===== src/rtl/keypad_scan_pkg.sv =====
// Shared types, key codes and decode helpers for the 4x3 keypad scanner.
// Key code = row*3 + col; '*', '0' and '#' sit on row 3.
package keypad_pkg;

  typedef enum logic [1:0] {
    ST_IDLE,
    ST_CONFIRM,
    ST_HELD
  } state_t;

  typedef enum logic [1:0] {
    RES_NONE,
    RES_SINGLE,
    RES_MULTI
  } sweep_kind_t;

  typedef logic [3:0] key_code_t;

  localparam key_code_t KEY_STAR = 4'd9;
  localparam key_code_t KEY_ZERO = 4'd10;
  localparam key_code_t KEY_HASH = 4'd11;

  // Digits 1..9 land on num[9..1]; '0' lands on num[0].
  function automatic logic [9:0] code_to_num(input key_code_t code);
    logic [9:0] num;
    num = '0;
    if (code <= 4'd8)
      num[4'd9 - code] = 1'b1;
    else if (code == KEY_ZERO)
      num[0] = 1'b1;
    return num;
  endfunction

  function automatic logic [1:0] code_to_ctrl(input key_code_t code);
    logic [1:0] ctrl;
    ctrl = 2'b00;
    if (code == KEY_STAR)
      ctrl = 2'b10;
    else if (code == KEY_HASH)
      ctrl = 2'b01;
    return ctrl;
  endfunction

endpackage


===== src/rtl/keypad_scan_if.sv =====
// Keypad pins plus the level outputs consumed by the LCD entry controller.
// The scanner uses the master view; the keypad/consumer side uses slave.
interface keypad_scan_if;
  logic [3:0] row;
  logic [2:0] col;
  logic [9:0] num;
  logic [1:0] ctrl;
  logic       key_valid;

  modport master (input row, output col, num, ctrl, key_valid);
  modport slave  (output row, input col, num, ctrl, key_valid);
endinterface


===== src/rtl/keypad_scan_debounce.sv =====
// Sweep-level debouncer: a key must be seen alone for DEBOUNCE sweeps to be
// accepted, and DEBOUNCE empty sweeps are needed to release it.
module keypad_debounce
  import keypad_pkg::*;
#(
  parameter int DEBOUNCE = 4
) (
  input  logic        clk,
  input  logic        rst,
  input  logic        sweep_done,
  input  sweep_kind_t kind,
  input  key_code_t   code,
  output key_code_t   held_code,
  output logic        held_valid
);

  localparam int DB_W = $clog2(DEBOUNCE + 1);
  localparam logic [DB_W-1:0] DB_MAX  = DB_W'(DEBOUNCE);
  localparam logic [DB_W-1:0] DB_LAST = DB_W'(DEBOUNCE - 1);

  state_t           state, state_next;
  logic [DB_W-1:0]  dbcnt, dbcnt_next, dbcnt_inc;
  key_code_t        cand, cand_next;
  key_code_t        held_q, held_next;

  assign dbcnt_inc = (dbcnt == DB_MAX) ? dbcnt : dbcnt + DB_W'(1);

  always_ff @(posedge clk) begin
    if (!rst) begin
      state  <= ST_IDLE;
      dbcnt  <= '0;
      cand   <= '0;
      held_q <= '0;
    end else begin
      // NOTE: non-blocking assignments so every register samples pre-edge values.
      state  <= state_next;
      dbcnt  <= dbcnt_next;
      cand   <= cand_next;
      held_q <= held_next;
    end
  end

  always_comb begin
    // NOTE: defaults first so no path leaves a signal unassigned (no latches).
    state_next = state;
    dbcnt_next = dbcnt;
    cand_next  = cand;
    held_next  = held_q;
    if (sweep_done) begin
      unique case (state)
        ST_IDLE: if (kind == RES_SINGLE) begin
          cand_next = code;
          if (DEBOUNCE == 1) begin
            state_next = ST_HELD;
            held_next  = code;
            dbcnt_next = '0;
          end else begin
            state_next = ST_CONFIRM;
            dbcnt_next = DB_W'(1);
          end
        end
        ST_CONFIRM: begin
          if (kind == RES_SINGLE && code == cand) begin
            if (dbcnt == DB_LAST) begin
              state_next = ST_HELD;
              held_next  = cand;
              dbcnt_next = '0;
            end else begin
              dbcnt_next = dbcnt_inc;
            end
          end else if (kind == RES_SINGLE) begin
            cand_next  = code;
            dbcnt_next = DB_W'(1);
          end else begin
            state_next = ST_IDLE;
            dbcnt_next = '0;
          end
        end
        ST_HELD: begin
          if (kind == RES_NONE) begin
            if (dbcnt == DB_LAST) begin
              state_next = ST_IDLE;
              dbcnt_next = '0;
            end else begin
              dbcnt_next = dbcnt_inc;
            end
          end else begin
            dbcnt_next = '0;
          end
        end
        default: state_next = ST_IDLE;
      endcase
    end
  end

  always_comb begin
    held_valid = (state == ST_HELD);
    held_code  = held_q;
  end

endmodule


===== src/rtl/keypad_scan.sv =====
// 4x3 keypad front end: column scanner, row synchronizer, sweep accumulator
// and registered one-hot decode of the debounced key.
module keypad_scan
  import keypad_pkg::*;
#(
  parameter int SCAN_DIV = 1000,
  parameter int DEBOUNCE = 4
) (
  input  logic clk,
  input  logic rst,
  keypad_scan_if.master bus
);

  localparam int DIV_W = $clog2(SCAN_DIV);
  localparam logic [DIV_W-1:0] DIV_LAST = DIV_W'(SCAN_DIV - 1);

  logic [3:0]       row_s1, row_s2;
  logic [DIV_W-1:0] div_cnt;
  logic [1:0]       col_idx;
  logic [2:0]       col_q;
  logic [1:0]       acc_cnt;
  key_code_t        acc_code;
  logic             sample, sweep_done;
  logic [2:0]       col_hits;
  key_code_t        col_code;
  logic [3:0]       total;
  logic [1:0]       sweep_cnt;
  key_code_t        sweep_code;
  sweep_kind_t      sweep_kind;
  key_code_t        held_code;
  logic             held_valid;
  logic [9:0]       num_q;
  logic [1:0]       ctrl_q;
  logic             valid_q;

  assign sample     = (div_cnt == DIV_LAST);
  assign sweep_done = sample && (col_idx == 2'd2);

  // Fold the current column's sample into the running sweep tally; the count
  // saturates at 2 because anything beyond "more than one" is just MULTI.
  always_comb begin
    col_hits = '0;
    col_code = '0;
    for (int r = 0; r < 4; r++) begin
      if (row_s2[r]) begin
        col_hits = col_hits + 3'd1;
        col_code = key_code_t'(r * 3) + key_code_t'(col_idx);
      end
    end
    total      = 4'(acc_cnt) + 4'(col_hits);
    sweep_cnt  = (total >= 4'd2) ? 2'd2 : total[1:0];
    sweep_code = (col_hits == 3'd1) ? col_code : acc_code;
    case (sweep_cnt)
      2'd0:    sweep_kind = RES_NONE;
      2'd1:    sweep_kind = RES_SINGLE;
      default: sweep_kind = RES_MULTI;
    endcase
  end

  always_ff @(posedge clk) begin
    if (!rst) begin
      row_s1   <= '0;
      row_s2   <= '0;
      div_cnt  <= '0;
      col_idx  <= '0;
      col_q    <= 3'b001;
      acc_cnt  <= '0;
      acc_code <= '0;
      num_q    <= '0;
      ctrl_q   <= '0;
      valid_q  <= 1'b0;
    end else begin
      row_s1  <= bus.row;
      row_s2  <= row_s1;
      div_cnt <= sample ? '0 : div_cnt + DIV_W'(1);
      if (sample) begin
        col_idx <= (col_idx == 2'd2) ? 2'd0 : col_idx + 2'd1;
        col_q   <= {col_q[1:0], col_q[2]};
        if (sweep_done) begin
          acc_cnt  <= '0;
          acc_code <= '0;
        end else begin
          acc_cnt  <= sweep_cnt;
          acc_code <= sweep_code;
        end
      end
      num_q   <= held_valid ? code_to_num(held_code)  : '0;
      ctrl_q  <= held_valid ? code_to_ctrl(held_code) : '0;
      valid_q <= held_valid;
    end
  end

  keypad_debounce #(.DEBOUNCE(DEBOUNCE)) u_debounce (
    .clk        (clk),
    .rst        (rst),
    .sweep_done (sweep_done),
    .kind       (sweep_kind),
    .code       (sweep_code),
    .held_code  (held_code),
    .held_valid (held_valid)
  );

  assign bus.col       = col_q;
  assign bus.num       = num_q;
  assign bus.ctrl      = ctrl_q;
  assign bus.key_valid = valid_q;

endmodule

===== src/flat_wrapper.sv =====
// flat-port wrapper written by rule: the top's interface ports become plain ports
module keypad_scan_flat import keypad_pkg::*;
#(
  parameter int SCAN_DIV = 1000,
  parameter int DEBOUNCE = 4
)
  (clk, rst, bus_row, bus_col, bus_num, bus_ctrl, bus_key_valid);
  keypad_scan_if bus_i ();
  input  logic clk;
  input  logic rst;
  input wire logic [$bits(bus_i.row)-1:0] bus_row;
  output wire logic [$bits(bus_i.col)-1:0] bus_col;
  output wire logic [$bits(bus_i.num)-1:0] bus_num;
  output wire logic [$bits(bus_i.ctrl)-1:0] bus_ctrl;
  output wire logic [$bits(bus_i.key_valid)-1:0] bus_key_valid;
  assign bus_i.row = bus_row;
  assign bus_col = bus_i.col;
  assign bus_num = bus_i.num;
  assign bus_ctrl = bus_i.ctrl;
  assign bus_key_valid = bus_i.key_valid;
  keypad_scan #(.SCAN_DIV(SCAN_DIV), .DEBOUNCE(DEBOUNCE)) u_core (.clk(clk), .rst(rst), .bus(bus_i));
endmodule

===== config.mk =====
export PLATFORM = sky130hd
export DESIGN_NAME = keypad_scan_flat
export DESIGN_NICKNAME = d
export VERILOG_FILES = /design/src/rtl/keypad_scan_pkg.sv /design/src/rtl/keypad_scan_if.sv /design/src/rtl/keypad_scan_debounce.sv /design/src/rtl/keypad_scan.sv /design/src/flat_wrapper.sv
export SDC_FILE = /design/constraint.sdc
export NUM_CORES = 1
export LEC_CHECK = 0
export CAP_MARGIN = 20
export CORE_ASPECT_RATIO = 0.8
export CORE_MARGIN = 2
export CORE_UTILIZATION = 40
export CTS_CLUSTER_SIZE = 24
export DETAILED_ROUTE_END_ITERATION = 7
export HOLD_SLACK_MARGIN = 0.06
export PLACE_DENSITY_LB_ADDON = 0.15
export SETUP_SLACK_MARGIN = 0.15
export SLEW_MARGIN = 5
export SYNTH_ARGS = -nofsm -noshare
export SYNTH_HDL_FRONTEND = slang
export SYNTH_SLANG_ARGS = --single-unit

===== constraint.sdc =====
create_clock -name clk -period 10.3 [get_ports clk]
set_clock_uncertainty 0.1 [all_clocks]
set_input_delay 3.09 -clock clk [delete_from_list [all_inputs] [get_ports clk]]
set_output_delay 3.09 -clock clk [all_outputs]
set_load 0.005 [all_outputs]

Word level (Yosys, flattened, before mapping)
Cells that the tools add are included.

word-level totals
  bits in registers = 55
  latch bits = 0
  RAM bits = 0
  memory bits (read-only) = 0
  memories kept = 0

cells by class
  add/subtract/negate cells = 11
  multipliers = 0
  div/mod/pow operators = 0
  order comparisons = 4
  equal/unequal tests = 19
  shifts and indexed selects = 0
  muxes and demuxes = 37
  bitwise gates (word level) = 2
  reduce and logical (&&, ||, !) cells = 16

operator list
  cell                                                                          number
  4-bit two-way mux                                                             7
  3-bit two-way mux                                                             8
  2-bit two-way mux                                                             11
  4-bit == test, second input constant                                          3
  10-bit by 1-bit adder with 10-bit output, second input constant               1
  10-bit == test, second input constant                                         1
  3-bit by 1-bit adder with 3-bit output, second input constant                 3
  3-bit one-hot mux with 3 select lines                                         1
  3-bit AND reduction                                                           3
  2-bit inequality test, second input constant                                  4
  4-bit one-hot mux with 2 select lines                                         1
  2-bit by 1-bit == test with 1-bit output, second input constant               3
  2-bit logical NOT                                                             3
  1-bit two-way mux                                                             6
  3-bit inequality test, second input constant                                  2
  2-bit one-hot mux with 3 select lines                                         1
  6-bit AND reduction                                                           1
  4-bit by 5-bit less-than comparator with 1-bit output, second input constant  1
  2-bit by 3-bit adder with 4-bit output                                        1
  3-bit by 2-bit adder with 4-bit output, first input constant                  1
  4-bit by 2-bit adder with 4-bit output, first input constant                  1
  1-bit demux with 4-bit select                                                 1
  2-bit == test, second input constant                                          2
  4-bit == test                                                                 1
  other kinds (19)                                                              22

Longest topological paths before layout
  word-level depth = 16
  depth in mapped cells = 16
  gate-level depth less buffers = 16

Hierarchy
Synthesis repeated with hierarchy kept, for this count alone.

unflattened totals
  cell total of the unflattened synthesis = 296
  area total of the unflattened synthesis = 2721.4 µm²

modules (own cells, without submodules)
  module           times used  cells each  area each (µm²)  sequential area each (µm²)
  keypad_scan      1           206         1940.6           840.8
  keypad_debounce  1           90          780.7            260.2

Worst setup path after synthesis
OpenSTA, ideal clock, no wires.

  path type = input port to flip-flop
  start point = input rst
  end point = register u_core.u_debounce.state[0]
  library setup time = 63 ps
  arrival time = 3887 ps
  data required time = 10137 ps
  path slack = 6250 ps
  cell stages on the path = 4
  cells stage by stage = clkbuf_1 -> nand2_1 -> or4_1 -> nand3_1

RTL lines
  element               RTL line                    RTL
  start, declared       flat_wrapper.sv:10          input logic rst;
  end signal, assigned  keypad_scan_debounce.sv:36  state <= state_next;
  end, declared         keypad_scan_debounce.sv:21  state_t state, state_next;

==> impl_metrics.json <==
{
  "worst_slew_pin_slew_ps": 666.6,
  "r2r_slack_ps": 5850,
  "fin_setup_tns_ps": 0,
  "r2r-start": "u_core.row_s2[1]",
  "drive_above_1_share": 0.04748,
  "cp_slowest_cell": "nor4b_1",
  "first_global_vias": 1967,
  "worst-r2r-cell-count": 14,
  "placedCellCount": 413,
  "async_flop_share": 0,
  "pin_count": 22,
  "finalCriticalPeriod_ps": 5008,
  "post-route-period-util": 0.4862,
  "wirelength_um": 5087,
  "clk_latency_ps": 310,
  "p_leak_nw": 1.198,
  "row_count": 26,
  "synth_edf_count": 0,
  "die_h_um": 78.01,
  "dp_hpwl_um": 3749,
  "r2r_end": "u_core.u_debounce.state[0]",
  "path_clk_slew_ps": 90,
  "critPathLaunchType": "input port",
  "die-area_um2": 7529,
  "synth_cell_types": 50,
  "remaining_drc_errors": 0,
  "grt_usage": 0.1485,
  "setup_viol": 0,
  "cts_buffer_depth": 2,
  "crit_type": "in -> reg",
  "port_buffers": 21,
  "fin_nets": 361,
  "cts_hold_buf": 0,
  "required_ps": 10440,
  "hold_path.class": "reg -> reg",
  "drtIter0Drc": 85,
  "die_w_um": 96.52,
  "ys_seq_area_frac": 0.4020,
  "core_um2": 6506,
  "grt_max_degree": 30,
  "ctsResizeCount": 0,
  "syn_inst": 318,
  "stdcell_count": 421,
  "arrival_ps": 5150,
  "start_util": 0.4210,
  "worstHoldStart": "u_core.row_s1[3]",
  "max_stage_delay_ps": 530,
  "antenna_cells": 0,
  "path_cells": "clkdlybuf4s50_1 -> buf_4 -> clkinv_1 -> nor4b_1 -> a21boi_0 -> a31oi_1",
  "overflow": 0,
  "synth-seq-cells": 55,
  "routed-via-count": 2093,
  "cp_max_fo": 29,
  "syn_nets": 343,
  "min_to": "u_core.row_s2[3]",
  "slew_headroom": 0.5536,
  "routed_via_density": 4.971,
  "hold-path-cell-count": 1,
  "finalHoldViolCount": 0,
  "grt_pass1_wl_um": 8990,
  "cts.sinks": 55,
  "root_buffer": "clkbuf_8",
  "max_freq_mhz": 199.7,
  "cts_setup_buffers": 0,
  "drv_slew": 0,
  "antenna_found_initial": 0,
  "end_kind": "flop",
  "max_cap_viol_count": 0,
  "yosys_warnings": 0,
  "peakVddDrop_v": 0.00004727,
  "synthFlopType": "dfxtp_1",
  "numCtsBuffers": 5,
  "status": "finished clean",
  "ant_nets": 0,
  "rsz0062_at_grt": "false",
  "htree_num_levels": 2,
  "nFillCells": 675,
  "crit_family": "buffers and inverters",
  "cts_tree": "yes",
  "syn_to_final_growth_pct": 12.97,
  "gp_congestion": 0.7624,
  "avgSynthCellArea_um2": 8.613,
  "synth_area_um2": 2739,
  "cp_num_buf_inv": 3,
  "wire_per_inst_um": 12.08,
  "detailedRoute.firstPassIterationCount": 4,
  "power-per-cell-area_nw_per_um2": 116.3
}
[worst reg2reg max path, delay by kind of cell, from the launching register on]
kind,cells,cell delay [ps]
XOR/XNOR,1,210
flip-flops,1,380
buffers and inverters,1,80
AND/OR/NAND/NOR,6,1750
multiplexers,1,310
adder cells (fa/ha/maj),3,1180
AO/OA/AOI/OAI,2,390
[cells in the final DEF, fill, tap and decap left out, drive strengths merged, types with 6 or more instances in the layout]
cell / count
a31oi: 6
ha: 18
nor3: 8
mux2i: 13
a21oi: 15
nand3: 14
nand2: 27
xor2: 6
o21ai: 10
dfxtp: 55
and2: 10
inv: 17
xnor2: 10
clkdlybuf4s50: 21
clkbuf: 6
nor2: 48
[flip-flops by register name, indices dropped and copies added, names as in the netlist]
signal / count
u_core.row_s2: 4
u_core.acc_code: 4
u_core.bus.ctrl: 2
u_core.bus.num: 10
u_core.u_debounce.dbcnt: 3
u_core.bus.col: 3
u_core.div_cnt: 10
u_core.u_debounce.held_code: 4
u_core.u_debounce.cand: 4
u_core.acc_cnt: 2
u_core.u_debounce.state: 2
u_core.bus.key_valid: 1
u_core.col_idx: 2
u_core.row_s1: 4
[worst max path at each step]
stage                     cells after the start                    endpoint  from
after floorplan                               4  u_core.u_debounce.state[0]   rst
after CTS                                     6  u_core.u_debounce.dbcnt[1]   rst
after detailed placement                      6  u_core.u_debounce.dbcnt[1]   rst
after global placement                        6           u_core.bus.num[5]   rst
final                                         6  u_core.u_debounce.dbcnt[1]   rst
after global routing                          6  u_core.u_debounce.dbcnt[1]   rst
[synthesized netlist by cell type (2+ instances only)]
cell	n	area share
or2_1	2	0.0046
buf_2	3	0.0055
xor2_1	6	0.019
or3_1	3	0.0069
nor3_1	7	0.013
dfxtp_1	55	0.40
nor2_1	48	0.066
nand3b_1	3	0.0082
inv_1	17	0.023
clkbuf_1	7	0.0096
o211ai_1	2	0.0055
o21ai_0	9	0.016
mux2i_1	12	0.044
nand3_1	14	0.026
and2_1	9	0.021
or2_2	2	0.0046
nor4_1	5	0.011
or4_1	3	0.0082
a21boi_0	2	0.0055
nor2b_1	3	0.0069
xnor2_1	10	0.032
nand2_1	27	0.037
a21oi_1	15	0.027
nand2b_1	5	0.011
a31oi_1	6	0.014
ha_1	18	0.082
nor3b_1	2	0.0055
[final cells by class]
class	count	area (um^2)	share of cell area
Clock inverter	2	12.51	0.004044
Multi-Input combinational cell	234	1518	0.4905
Clock buffer	6	72.57	0.02345
Timing Repair Buffer	22	217.7	0.07036
Inverter	18	67.56	0.02184
Tap cell	84	105.1	0.03397
Sequential cell	55	1101	0.3558
[cell families after synthesis]
family	after synthesis	synth area share
buffers and inverters	29	0.04385
AOI/OAI and AO/OA	44	0.1042
adders and majority gates	19	0.08954
DFF	55	0.4020
xor gates and xnor gates	16	0.05116
muxes	14	0.05299
and+or+nand+nor	141	0.2563
[report_power, final]
| group | switching [mW] | total [mW] | internal, mW |
|---|---|---|---|
| combinational | 0.0135 | 0.0247 | 0.0112 |
| clock | 0.0699 | 0.118 | 0.0477 |
| sequential | 0.00271 | 0.218 | 0.215 |
[metrics by stage]
step                  util  hold WS, ps  power, mW  setup WS [ps]  instance area [um^2]
detailed placement  0.4625        320.9     0.2476           4937                  3009
global placement    0.4625        312.9     0.2470           4956                  3009
finish              0.4756        340.2     0.3600           5292                  3094
floorplan                -        311.9     0.2413           6250                  2739
CTS                 0.4756        345.0     0.3657           5260                  3094
global route        0.4756        354.5     0.3758           4958                  3094
[per-layer routing]
metal,track usage,routed length (um),part of all wire
met3,0.03263,154,0.030
met5,0,0,0
met2,0.2118,2065,0.41
met1,0.2230,2832,0.56
met4,0.04366,34,0.0067
No activity file was read; power rests on OpenSTA's default activity.
